[config.mk]
export PLATFORM = sky130hd
export DESIGN_NAME = cla_pipe_adder
export DESIGN_NICKNAME = d
export VERILOG_FILES = /design/src/rtl/cla_pipe_adder.sv
export SDC_FILE = /design/constraint.sdc
export NUM_CORES = 1
export LEC_CHECK = 0
export ABC_AREA = 1
export CELL_PAD_IN_SITES_DETAIL_PLACEMENT = 0
export CELL_PAD_IN_SITES_GLOBAL_PLACEMENT = 1
export CORE_ASPECT_RATIO = 1.25
export CORE_UTILIZATION = 45
export DETAILED_ROUTE_END_ITERATION = 10
export GPL_ROUTABILITY_DRIVEN = 0
export PLACE_DENSITY_LB_ADDON = 0.05
export SYNTH_ARGS = -nofsm -noshare
export SYNTH_HDL_FRONTEND = slang
export SYNTH_SLANG_ARGS = --single-unit
[constraint.sdc]
create_clock -name clk -period 9.1 [get_ports clk]
set_clock_uncertainty 0.1 [all_clocks]
set_input_delay 1.82 -clock clk [delete_from_list [all_inputs] [get_ports clk]]
set_output_delay 1.82 -clock clk [all_outputs]
set_load 0.01 [all_outputs]
[src/rtl/cla_pipe_adder.sv]
// cla_pipe_adder: two-stage pipelined carry-lookahead adder with valid/ready flow control.
// Stage 1 captures bit and group propagate/generate terms; stage 2 resolves the carries
// and registers sum, carry-out and signed overflow. Any WIDTH, any GROUP size.
module cla_pipe_adder #(
  parameter int WIDTH = 28,
  parameter int GROUP = 4
) (
  input  logic             clk,
  input  logic             rst_n,
  input  logic             in_valid,
  output logic             in_ready,
  input  logic [WIDTH-1:0] in_a,
  input  logic [WIDTH-1:0] in_b,
  input  logic             in_cin,
  output logic             out_valid,
  input  logic             out_ready,
  output logic [WIDTH-1:0] out_sum,
  output logic             out_cout,
  output logic             out_ovf
);

  localparam int NG = (WIDTH + GROUP - 1) / GROUP;
  localparam int PW = NG * GROUP;

  // Group propagate: a carry passes through only if every bit propagates.
  function automatic logic grp_prop(input logic [GROUP-1:0] p);
    return &p;
  endfunction

  // Group generate: carry produced somewhere in the group and propagated to its top.
  function automatic logic grp_gen(input logic [GROUP-1:0] p, input logic [GROUP-1:0] g);
    logic acc;
    acc = 1'b0;
    for (int k = 0; k < GROUP; k++) begin
      acc = g[k] | (p[k] & acc);
    end
    return acc;
  endfunction

  logic             adv1;
  logic             adv2;
  logic             vld_p1;
  logic             vld_p2;

  logic [PW-1:0]    a_pad;
  logic [PW-1:0]    b_pad;
  logic [PW-1:0]    p_pad;
  logic [PW-1:0]    g_pad;
  logic [NG-1:0]    pg_c;
  logic [NG-1:0]    gg_c;

  logic [WIDTH-1:0] x_p1;
  logic [WIDTH-1:0] p_p1;
  logic [WIDTH-1:0] g_p1;
  logic [NG-1:0]    pg_p1;
  logic [NG-1:0]    gg_p1;
  logic             cin_p1;

  logic [WIDTH-1:0] sum_c;
  logic             cout_c;
  logic             ovf_c;

  // Backpressure: a stage advances when it is empty or the stage after it advances.
  assign adv2      = !vld_p2 || out_ready;
  assign adv1      = !vld_p1 || adv2;
  assign in_ready  = adv1;
  assign out_valid = vld_p2;

  // ---- stage 0 -> stage 1 boundary ----
  // Pad bits above WIDTH are zero, so they contribute p=0, g=0 to the top group.
  assign a_pad = PW'(in_a);
  assign b_pad = PW'(in_b);
  assign p_pad = a_pad | b_pad;
  assign g_pad = a_pad & b_pad;

  // Per-group propagate/generate terms from the padded bit terms.
  always_comb begin
    pg_c = '0;
    gg_c = '0;
    for (int j = 0; j < NG; j++) begin
      pg_c[j] = grp_prop(p_pad[j*GROUP +: GROUP]);
      gg_c[j] = grp_gen(p_pad[j*GROUP +: GROUP], g_pad[j*GROUP +: GROUP]);
    end
  end

  // Pipeline valid bits; reset discards anything in flight.
  always_ff @(posedge clk) begin
    if (!rst_n) begin
      vld_p1 <= 1'b0;
      vld_p2 <= 1'b0;
    end else begin
      if (adv1) vld_p1 <= in_valid;
      if (adv2) vld_p2 <= vld_p1;
    end
  end

  // Stage 1 data capture on accept; holds while the pipe is stalled.
  always_ff @(posedge clk) begin
    if (adv1 && in_valid) begin
      x_p1   <= in_a ^ in_b;
      p_p1   <= p_pad[WIDTH-1:0];
      g_p1   <= g_pad[WIDTH-1:0];
      pg_p1  <= pg_c;
      gg_p1  <= gg_c;
      cin_p1 <= in_cin;
    end
  end

  // ---- stage 1 -> stage 2 boundary ----
  // Lookahead over groups gives each group's carry-in; ripple inside the group
  // fills the bit carries. cout/ovf use the carry at bit WIDTH, never the pad edge.
  always_comb begin
    logic [NG:0]    cg;
    logic [WIDTH:0] cc;
    cg    = '0;
    cc    = '0;
    cg[0] = cin_p1;
    for (int j = 0; j < NG; j++) begin
      cg[j+1] = gg_p1[j] | (pg_p1[j] & cg[j]);
    end
    cc[0] = cin_p1;
    for (int i = 1; i <= WIDTH; i++) begin
      if (i % GROUP == 0) cc[i] = cg[i/GROUP];
      else                cc[i] = g_p1[i-1] | (p_p1[i-1] & cc[i-1]);
    end
    sum_c  = x_p1 ^ cc[WIDTH-1:0];
    cout_c = cc[WIDTH];
    ovf_c  = cc[WIDTH-1] ^ cc[WIDTH];
  end

  // Result register: loads only real beats, holds stable under stall.
  always_ff @(posedge clk) begin
    if (!rst_n) begin
      out_sum  <= '0;
      out_cout <= 1'b0;
      out_ovf  <= 1'b0;
    end else if (adv2 && vld_p1) begin
      out_sum  <= sum_c;
      out_cout <= cout_c;
      out_ovf  <= ovf_c;
    end
  end

endmodule
* Yosys cells after proc, flatten, opt, wreduce, memory -nomap -nowiden
Index checks and enable logic that the tools add are counted.
** Storage, ports and cells
- Bits in writable memories :: 0
- Flip-flop bits (word level) :: 129
- Memories :: 0
- Output and inout port bits :: 32
- Latch bits :: 0
- Input bits :: 61
- ROM bits :: 0
- Logic and storage cells :: 127
** Cells by class
- Equal/unequal tests :: 0
- $add $sub $neg :: 0
- Reduce and logical (&&, ||, !) cells :: 13
- $mul :: 0
- Bitwise operators :: 103
- Order comparisons :: 0
- Muxes and demuxes :: 0
- Div/mod/pow operators :: 0
- Shifts and indexed selects :: 0
** Operator list (number)
- $xor A28 B28 Y28 :: 2
- $and A1 B1 Y1 :: 49
- $or A1 B1 Y1 :: 49
- $and A28 B28 Y28 :: 1
- $or A28 B28 Y28 :: 1
- $reduce_and A4 Y1 :: 7
- $logic_and A1 B1 Y1 :: 2
- $logic_not A1 Y1 :: 2
- $logic_or A1 B1 Y1 :: 2
- $xor A1 B1 Y1 :: 1

* Longest topological paths before layout
Gate-level depths: netlist (run 1).
- Depth in word-level cells :: 19
- Gate-level depth with buffers :: 22
- Depth with buffers taken out :: 22

* Least setup slack after synthesis (run 1)
OpenSTA, ideal clock, no wires.
- Path kind :: input to register
- Start :: input out_ready
- End :: register cin_p1 (enable)
- Arrival time :: 3.744 ns
- Required time :: 8.561 ns
- Buffers on the path :: 0
- Stages :: 4
- Slack :: 4.817 ns
- Library setup time :: 0.439 ns
- Cells stage by stage :: inv_1 nand3_1 nand2_1 inv_1
** On the way
- Word-level cells in the longest chain between the ends :: 3
** RTL lines
- start, declared :: line 16 : input logic out_ready,
- $logic_or A1 B1 Y1 :: line 64 : assign adv2 = !vld_p2 || out_ready;
- $logic_or A1 B1 Y1 :: line 65 : assign adv1 = !vld_p1 || adv2;
- net in_ready :: line 11 : output logic in_ready,
- $logic_and A1 B1 Y1 :: line 99 : if (adv1 && in_valid) begin
- end signal, assigned :: line 105 : cin_p1 <= in_cin;
- end, declared :: line 57 : logic cin_p1;
The timed path passes the listed nets, and every way through them passes these cells.
A chain may end at the register's enable or synchronous reset.

* Final worst setup path (run 1)
- Start :: input out_ready
- End :: output in_ready
** On the way
- Word-level cells in the longest chain between the ends :: 2
** RTL lines (line)
- $logic_or A1 B1 Y1 :: 64
- $logic_or A1 B1 Y1 :: 65
- end, declared :: 11
Every way passes these cells.

==> metrics.csv, run 1 <==
metric,value,unit
die_area,12600,um^2
synth_edf_count,85,
yosys.area_share.simple,8.65,%
initial_utilization,46.8,%
cts_tree,yes,
tightest_slew,1.04,ns
intPower,1.07,mW
syn_avg_cell_area,11.1,um^2
fmax,0.204,GHz
cp_common_cell,clkdlybuf4s50_1,
synth.top_cell.area_share,46.5,%
syn_inst,493,
via_count,3468,
wl_per_cell,11.6,um
start_kind,input pin,
final.min_clock_period,4.90,ns
synth_cell_types,23,
drv_slew,0,
power,1.39,mW
clkTransAtPathRegs,0.05,ns
vias_per_cell,4.50,
grt_pass1_vias,3409,
synth_commonest_cells,"inv_1, edfxtp_1, ha_1",
rsz0062_at_grt,false,
fp.dieH,125,um
peakVddDrop,0.0978,mV
p_switching,317,uW
synth_top_family_by_area,adder cells,
grt_pass1_wl,14.8,mm
hold_end,out_valid,
hp-start,out_valid,
drv_cap,0,
synth_area_leaders,"edfxtp_1, ha_1, dfxtp_1",
wl,8.98,mm
numCtsBuffers,17,
synth_xor_area_share,4.15,%
rrSetupSlack,6.82,ns
min_path_cells,2,
yosysMostFrequentCell,inv_1,
critPathKind,input pin to output port,
port_buffers,92,
synth-seq-cells,117,
grt_use_total,15.6,%
worstSetupEndpointType,output port,
core_area,11700,um^2
muxShareOfSynthArea,0,%
fillers,992,
drive_gt1_share,9.18,%
p_clk_share,42.8,%
worstPathCellList,clkdlybuf4s50_1 -> inv_1 -> nand3_1 -> clkdlybuf4s50_1,
grt-ovfl-total,0,
hpwl,6.48,mm
syn_nets,610,
boundaryPins,93,
synth_compound_area_share,7.44,%
final.setup.tns,0,ns
required,7.18,ns
ctsHoldBuffers,0,
rr_endpoint,out_cout,
clk_path_buf_depth,2,
reg2regPathDepth,7,
cts_resized,0,
grt_max_degree,86,
slew_headroom,30.7,%
drtIter0Drc,111,
slowest_delay,0.55,ns
area_growth,30.0,%
slowest_stage,clkdlybuf4s50_1,
insertion_delay,0.40,ns
synth_area,5480,um^2
worst-path-max-fanout,3,
antennaDiodeCount,0,
num_rows,44,
worstReg2RegStart,out_valid,
yosysWarnings,0,
final_hold_viol_count,0,
postCtsSetupBuffers,0,
power_density,194,nW/um^2
drc,0,
setup_viol,0,
antenna_found_initial,0,
cts_sinks,117,
ys_async_sr_fraction,0,%
first_pass_iters,4,
status,completed,
ant_nets,0,
synth_area_leader_cell,edfxtp_1,
hp-class,register to register,
finalNetCount,714,
synth_fa_ha_area_share,12.8,%
finalCritPeriodShare,53.8,%
power_frac_seq,45.6,%
clock-root-buffer,clkbuf_16,
p_comb_share,11.6,%
sw_frac_of_total,22.9,%
ys_seq_area_share,58.2,%
synth_flop_cell,edfxtp_1,
die_w,101,um
cp.arrival,2.98,ns
power.static_leakage,3.24,nW
h-tree-depth,4,
## per-layer routing
metal / vias up / global-route usage, % / wire, um
met4: 0 / 7.08 / 123
met5: - / 0 / 0
met1: 1588 / 16.2 / 3700
met2: 71 / 28.6 / 4770
met3: 14 / 4.36 / 385
li1: 1795 / - / -
## state kept, by name (all words and copies together) (netlist names)
| signal | count |
|---|---|
| out_valid | 1 |
| p_p1 | 21 |
| out_sum | 28 |
| g_p1 | 21 |
| cin_p1 | 1 |
| vld_p1 | 1 |
| gg_p1 | 7 |
| x_p1 | 28 |
| out_cout | 1 |
| out_ovf | 1 |
| pg_p1 | 7 |
## cell usage in the layout, fill, tap and decap left out, types with 17 or more instances in the layout
cell             instances
o21ai_0                 28
nor2_1                  42
clkdlybuf4s50_1         92
xor2_1                  19
ha_1                    56
dfxtp_1                 32
a21oi_1                 32
clkbuf_16               17
edfxtp_1                85
inv_1                  118
## power by group through the flow
stage	Sequential, mW	Clock (mW)	Combinational, mW
global placement	0.643	0	0.160
global route	0.636	0.630	0.183
CTS	0.633	0.608	0.165
floorplan	0.646	0	0.0840
finish	0.632	0.593	0.161
detailed placement	0.643	0	0.163
## worst max-delay path, delay by kind of cell
| kind | cells | cell delay (ns) |
|---|---|---|
| buffers and inverters | 3 | 1.06 |
| and+or+nand+nor | 1 | 0.10 |
## worst max path at each step
stage,slack (ns),depth (start not counted),to,start
6_report,4.20,4,in_ready,out_ready
4_1_cts,4.20,4,in_ready,out_ready
3_3_place_gp,4.23,4,in_ready,out_ready
3_5_place_dp,4.20,4,in_ready,out_ready
5_1_grt,4.18,4,in_ready,out_ready
2_1_floorplan,4.82,4,cin_p1,out_ready
## kinds of logic (layout without fill, tap and decap cells)
group,after synthesis,in the layout
flops,117,117
buf+inv,128,245
fa+ha+maj,56,56
xor+xnor,26,26
simple gates,92,92
compound gates,74,74
## cell type report
class / instances / area (um^2) / area share [%]
clock inverters: 14 / 114 / 1.60
multi-input cells: 248 / 1810 / 25.4
repair buffers: 94 / 936 / 13.1
well taps: 161 / 201 / 2.82
clock buffers: 18 / 429 / 6.02
inverters: 119 / 448 / 6.28
flip-flops and latches: 117 / 3190 / 44.8
## stage by stage
stage | utilization (%) | hold WS [ns] | setup slack (ns) | cells | cell area [um^2]
after detailed placement | 56.2 | 0.406 | 4.20 | 739 | 6590
after CTS | 60.8 | 0.413 | 4.20 | 771 | 7130
after global placement | 56.2 | 0.389 | 4.23 | 739 | 6590
after global routing | 60.8 | 0.454 | 4.18 | 771 | 7130
final | 60.8 | 0.408 | 4.20 | 771 | 7130
after floorplan | - | 0.411 | 4.82 | 493 | 5480
Note: power is estimated with default switching activity, not from simulation.
==> run 2, diff against run 1 <==
CORE_UTILIZATION = 38   (was 45)
clock period = 4.3 ns   (was 9.1 ns; I/O delays follow)
==> metrics.csv, run 2 (synthesis results as in run 1) <==
metric,value,unit,change
worstReg2RegStart,cin_p1,,was out_valid
initial_utilization,39.4,%,was 46.8%
wl_met3,349,um,was 385 um
worst-path-max-fanout,3,,unchanged
fp.dieH,136,um,was 125 um
power.static_leakage,3.25,nW,was 3.24 nW
cts_sinks,117,,unchanged
route.met2.wl,5.02,mm,was 4.77 mm
antennaDiodeCount,0,,unchanged
grt_pass1_vias,3448,,was 3409
insertion_delay,0.40,ns,about the same
h-tree-depth,4,,unchanged
num_rows,48,,was 44
reg_top3,"out_sum x28, x_p1 x28",,unchanged
power_density,408,nW/um^2,was 194 nW/um^2
rr_endpoint,out_sum[27],,was out_cout
p_clk_share,42.3,%,was 42.8%
start_kind,input pin,,unchanged
wl_per_cell,12.2,um,was 11.6 um
reg2regPathDepth,22,,was 7
peakVddDrop,0.283,mV,was 0.0978 mV
drv_cap,0,,unchanged
antenna_found_initial,0,,unchanged
boundaryPins,93,,unchanged
worst_hold_slack,0.404,ns,was 0.408 ns
drv_slew,0,,unchanged
intPower,2.26,mW,was 1.07 mW
slew_headroom,50.7,%,was 30.7%
core_area,13900,um^2,was 11700 um^2
die_area,14900,um^2,was 12600 um^2
p_switching,656,uW,was 317 uW
drive_gt1_share,8.82,%,was 9.18%
fillers,1299,,was 992
wl_met1,4.15,mm,was 3.70 mm
numCtsBuffers,17,,unchanged
final.min_clock_period,2.96,ns,
hp-class,register to register,,unchanged
grt_max_degree,55,,was 86
final.setup.tns,0,ns,unchanged
sw_frac_of_total,22.5,%,was 22.9%
first_pass_iters,4,,unchanged
postCtsSetupBuffers,0,,unchanged
grt_use_total,14.4,%,was 15.6%
final_cell_mix,"inv_1, clkdlybuf4s50_1, edfxtp_1",,unchanged
hpwl,7.10,mm,was 6.48 mm
p_comb_share,11.8,%,was 11.6%
cts_resized,0,,unchanged
endpoint,in_ready,,unchanged
required,3.34,ns,was 7.18 ns
cp.arrival,2.00,ns,was 2.98 ns
critical_path.startpoint,out_ready,,unchanged
clk_path_buf_depth,2,,unchanged
setup_viol,0,,unchanged
fmax,0.337,GHz,
clkTransAtPathRegs,0.05,ns,about the same
drtIter0Drc,100,,was 111
critPathKind,input pin to output port,,unchanged
wl,9.63,mm,was 8.98 mm
clock-root-buffer,clkbuf_16,,unchanged
worstSetupEndpointType,output port,,unchanged
port_buffers,92,,unchanged
grt_pass1_wl,15.7,mm,was 14.8 mm
status,completed,,unchanged
tightest_slew,0.739,ns,was 1.04 ns
final_hold_viol_count,0,,unchanged
area_growth,30.5,%,was 30.0%
cts_tree,yes,,unchanged
via_count,3434,,was 3468
rrSetupSlack,2.20,ns,was 6.82 ns
grt-ovfl-total,0,,unchanged
power_frac_seq,45.9,%,was 45.6%
ctsHoldBuffers,0,,unchanged
ant_nets,0,,unchanged
finalNetCount,716,,was 714
drc,0,,unchanged
finalCritPeriodShare,68.9,%,
die_w,109,um,was 101 um
vias_per_cell,4.36,,was 4.50
highest_layer,met4,,unchanged
final_common_cell,inv_1,,unchanged
rsz0062_at_grt,false,,unchanged
## run 2: power groups by stage
| stage | logic (mW) | registers (mW) | clock network [mW] |
|---|---|---|---|
| after global placement | 0.349 | 1.36 | 0 |
| after CTS | 0.354 | 1.34 | 1.26 |
| after global routing | 0.392 | 1.35 | 1.31 |
| final | 0.345 | 1.34 | 1.23 |
| after floorplan | 0.178 | 1.37 | 0 |
| after detailed placement | 0.352 | 1.36 | 0 |
## run 2: worst min-delay path by stage
stage                    from          end  slack, ns  cells after the start
floorplan            x_p1[11]  out_sum[11]       0.41                      2
global route        out_valid    out_valid       0.44                      2
CTS                 out_valid    out_valid       0.41                      2
detailed placement  out_valid    out_valid       0.41                      2
finish              out_valid    out_valid       0.40                      2
global placement    out_valid    out_valid       0.39                      2
## run 2: through the flow
step                      utilization [%]  instance area [um^2]  total power [mW]  instances  setup slack (ns)
after detailed placement             47.6                  6630              1.71        755              1.33
after global routing                 51.4                  7160              3.05        787              1.23
after CTS                            51.4                  7160              2.96        787              1.33
final                                51.4                  7160              2.92        787              1.34
after global placement               47.6                  6630              1.71        755              1.34
after floorplan                         -                  5480              1.55        493             0.977
## run 2: critical path, stage by stage
cell and delay, ns:
clkdlybuf4s50_1 0.45, inv_1 0.04, nand3_1 0.10, clkdlybuf4s50_1 0.55
## run 2: per-layer routing
metal  GRT usage, %  vias up
met3           4.31       12
li1               -     1793
met4           5.56        0
met2           25.6       66
met5              0        -
met1           15.8     1563
## run 2: cell type report
| cell class | count | area, um^2 | share of cell area (%) |
|---|---|---|---|
| Clock buffer | 20 | 437 | 6.10 |
| Clock inverter | 12 | 88.8 | 1.24 |
| Inverter | 119 | 448 | 6.26 |
| Multi-Input combinational cell | 248 | 1810 | 25.3 |
| Sequential cell | 117 | 3190 | 44.6 |
| Tap cell | 175 | 219 | 3.06 |
| Timing Repair Buffer | 96 | 963 | 13.5 |
==> run 3, diff against run 2 <==
CORE_UTILIZATION = 42   (was 38)
clock period = 3.1 ns   (was 4.3 ns; I/O delays follow)
==> metrics.csv, run 3 (synthesis results as in run 1) <==
metric,value,unit,change
status,completed,,unchanged
hp-class,register to register,,unchanged
insertion_delay,0.40,ns,about the same
h-tree-depth,4,,unchanged
grt-ovfl-total,0,,unchanged
die_area,13500,um^2,was 14900 um^2
finalCritPeriodShare,80.0,%,
crit_buf_inv,3,,unchanged
slowest_stage,clkdlybuf4s50_1,,unchanged
worst-path-max-fanout,3,,unchanged
clkTransAtPathRegs,0.05,ns,about the same
die_w,104,um,was 109 um
final_cells,780,,was 787
postCtsSetupBuffers,0,,unchanged
via_count,3468,,was 3434
power.static_leakage,3.26,nW,was 3.25 nW
worstSetupEndpointType,output port,,unchanged
final_util,56.3,%,was 51.4%
core_area,12700,um^2,was 13900 um^2
vias_per_cell,4.45,,was 4.36
fp.dieH,130,um,was 136 um
num_rows,46,,was 48
final_cell_mix,"inv_1, clkdlybuf4s50_1, edfxtp_1",,unchanged
antenna_found_initial,0,,unchanged
start_kind,input pin,,unchanged
cp.arrival,1.76,ns,was 2.00 ns
multi_input_area,1810,um^2,unchanged
grt_pass1_vias,3470,,was 3448
grt_use_total,15.5,%,was 14.4%
grt_max_degree,86,,was 55
power_density,570,nW/um^2,was 408 nW/um^2
required,2.38,ns,was 3.34 ns
slowest_delay,0.55,ns,about the same
fmax,0.403,GHz,
cts_resized,0,,unchanged
wl_per_cell,12.1,um,was 12.2 um
worstReg2RegStart,cin_p1,,unchanged
drtIter0Drc,133,,was 100
cp_common_cell,clkdlybuf4s50_1,,unchanged
final_common_cell,inv_1,,unchanged
drv_cap,0,,unchanged
reg2regPathDepth,17,,was 22
first_pass_iters,4,,unchanged
port_buffers,92,,unchanged
rrSetupSlack,0.97,ns,was 2.20 ns
boundaryPins,93,,unchanged
cts_sinks,117,,unchanged
tightest_slew,0.769,ns,was 0.739 ns
critPathKind,input pin to output port,,unchanged
drc,0,,unchanged
worstPathCellList,clkdlybuf4s50_1 -> inv_1 -> nand3_1 -> clkdlybuf4s50_1,,unchanged
finalNetCount,716,,unchanged
clock-root-buffer,clkbuf_16,,unchanged
min_path_cells,2,,unchanged
path_delay_family,buffers and inverters,,unchanged
hpwl,6.78,mm,was 7.10 mm
final.min_clock_period,2.48,ns,
reg_top3,"out_sum x28, x_p1 x28",,unchanged
final_hold_viol_count,0,,unchanged
drive_gt1_share,8.17,%,was 8.82%
rr_endpoint,out_sum[23],,was out_sum[27]
seqCellArea,3190,um^2,unchanged
fillers,1091,,was 1299
ctsHoldBuffers,0,,unchanged
rsz0062_at_grt,false,,unchanged
initial_utilization,43.1,%,was 39.4%
drv_slew,0,,unchanged
slew_headroom,48.6,%,was 50.7%
cts_tree,yes,,unchanged
placed_cells,748,,was 755
area_growth,30.5,%,about the same
peakVddDrop,0.276,mV,was 0.283 mV
grt_pass1_wl,15.9,mm,was 15.7 mm
final.setup.tns,0,ns,unchanged
hold_end,out_valid,,unchanged
ant_nets,0,,unchanged
wl,9.47,mm,was 9.63 mm
hp-start,out_valid,,unchanged
clk_path_buf_depth,2,,unchanged
numCtsBuffers,17,,unchanged
setup_viol,0,,unchanged
antennaDiodeCount,0,,unchanged
[run 3: cell count changes in the layout (fill, tap and decap cells not counted)]
cell,change
clkinv_1,+3
clkinvlp_4,-3
clkinv_2,-3
clkbuf_8,+2
clkbuf_1,+1
[run 3: how the worst max path moves through the flow]
stage	startpoint	to	slack, ns	cells past startpoint
after floorplan	out_ready	cin_p1	0.02	4
after global placement	out_ready	in_ready	0.63	4
after detailed placement	out_ready	in_ready	0.62	4
after CTS	out_ready	in_ready	0.61	4
after global routing	out_ready	in_ready	0.56	4
final	out_ready	in_ready	0.62	4
[run 3: worst min-delay path, delay by kind of cell (launching register included)]
family	cells	cell delay (ns)
AOI/OAI and AO/OA	1	0.07
DFF	1	0.32
and+or+nand+nor	1	0.09
[run 3: layout make-up]
class	instances	share of cell area (%)
sequential	117	44.6
multi-input combinational	248	25.3
timing repair buffer	96	13.5
clock buffer	23	6.54
inverter	119	6.26
tap	168	2.94
clock inverter	9	0.874
[run 3: through the flow]
step	area, um^2	hold slack, ns	total power [mW]	setup WS, ns
3_3_place_gp	6630	0.391	2.36	0.627
3_5_place_dp	6630	0.416	2.38	0.621
4_1_cts	7160	0.423	4.13	0.613
5_1_grt	7160	0.455	4.27	0.559
2_1_floorplan	5480	0.411	2.14	0.0172
6_report	7160	0.423	4.08	0.619
[run 3: report_power, final]
part / internal [mW] / total [mW] / switching [mW]
combinational: 0.243 / 0.478 / 0.235
sequential: 1.81 / 1.86 / 0.0448
clock: 1.12 / 1.75 / 0.623
total: 3.18 / 4.08 / 0.903
[run 3: per-layer routing]
metal  part of all wire (%)  up-vias  GRT usage (%)
met3                    4.3       15           4.35
met5                      0        -              0
met1                     41     1588           16.5
met4                    1.5        0           6.55
li1                       -     1796              -
met2                     53       69           29.0
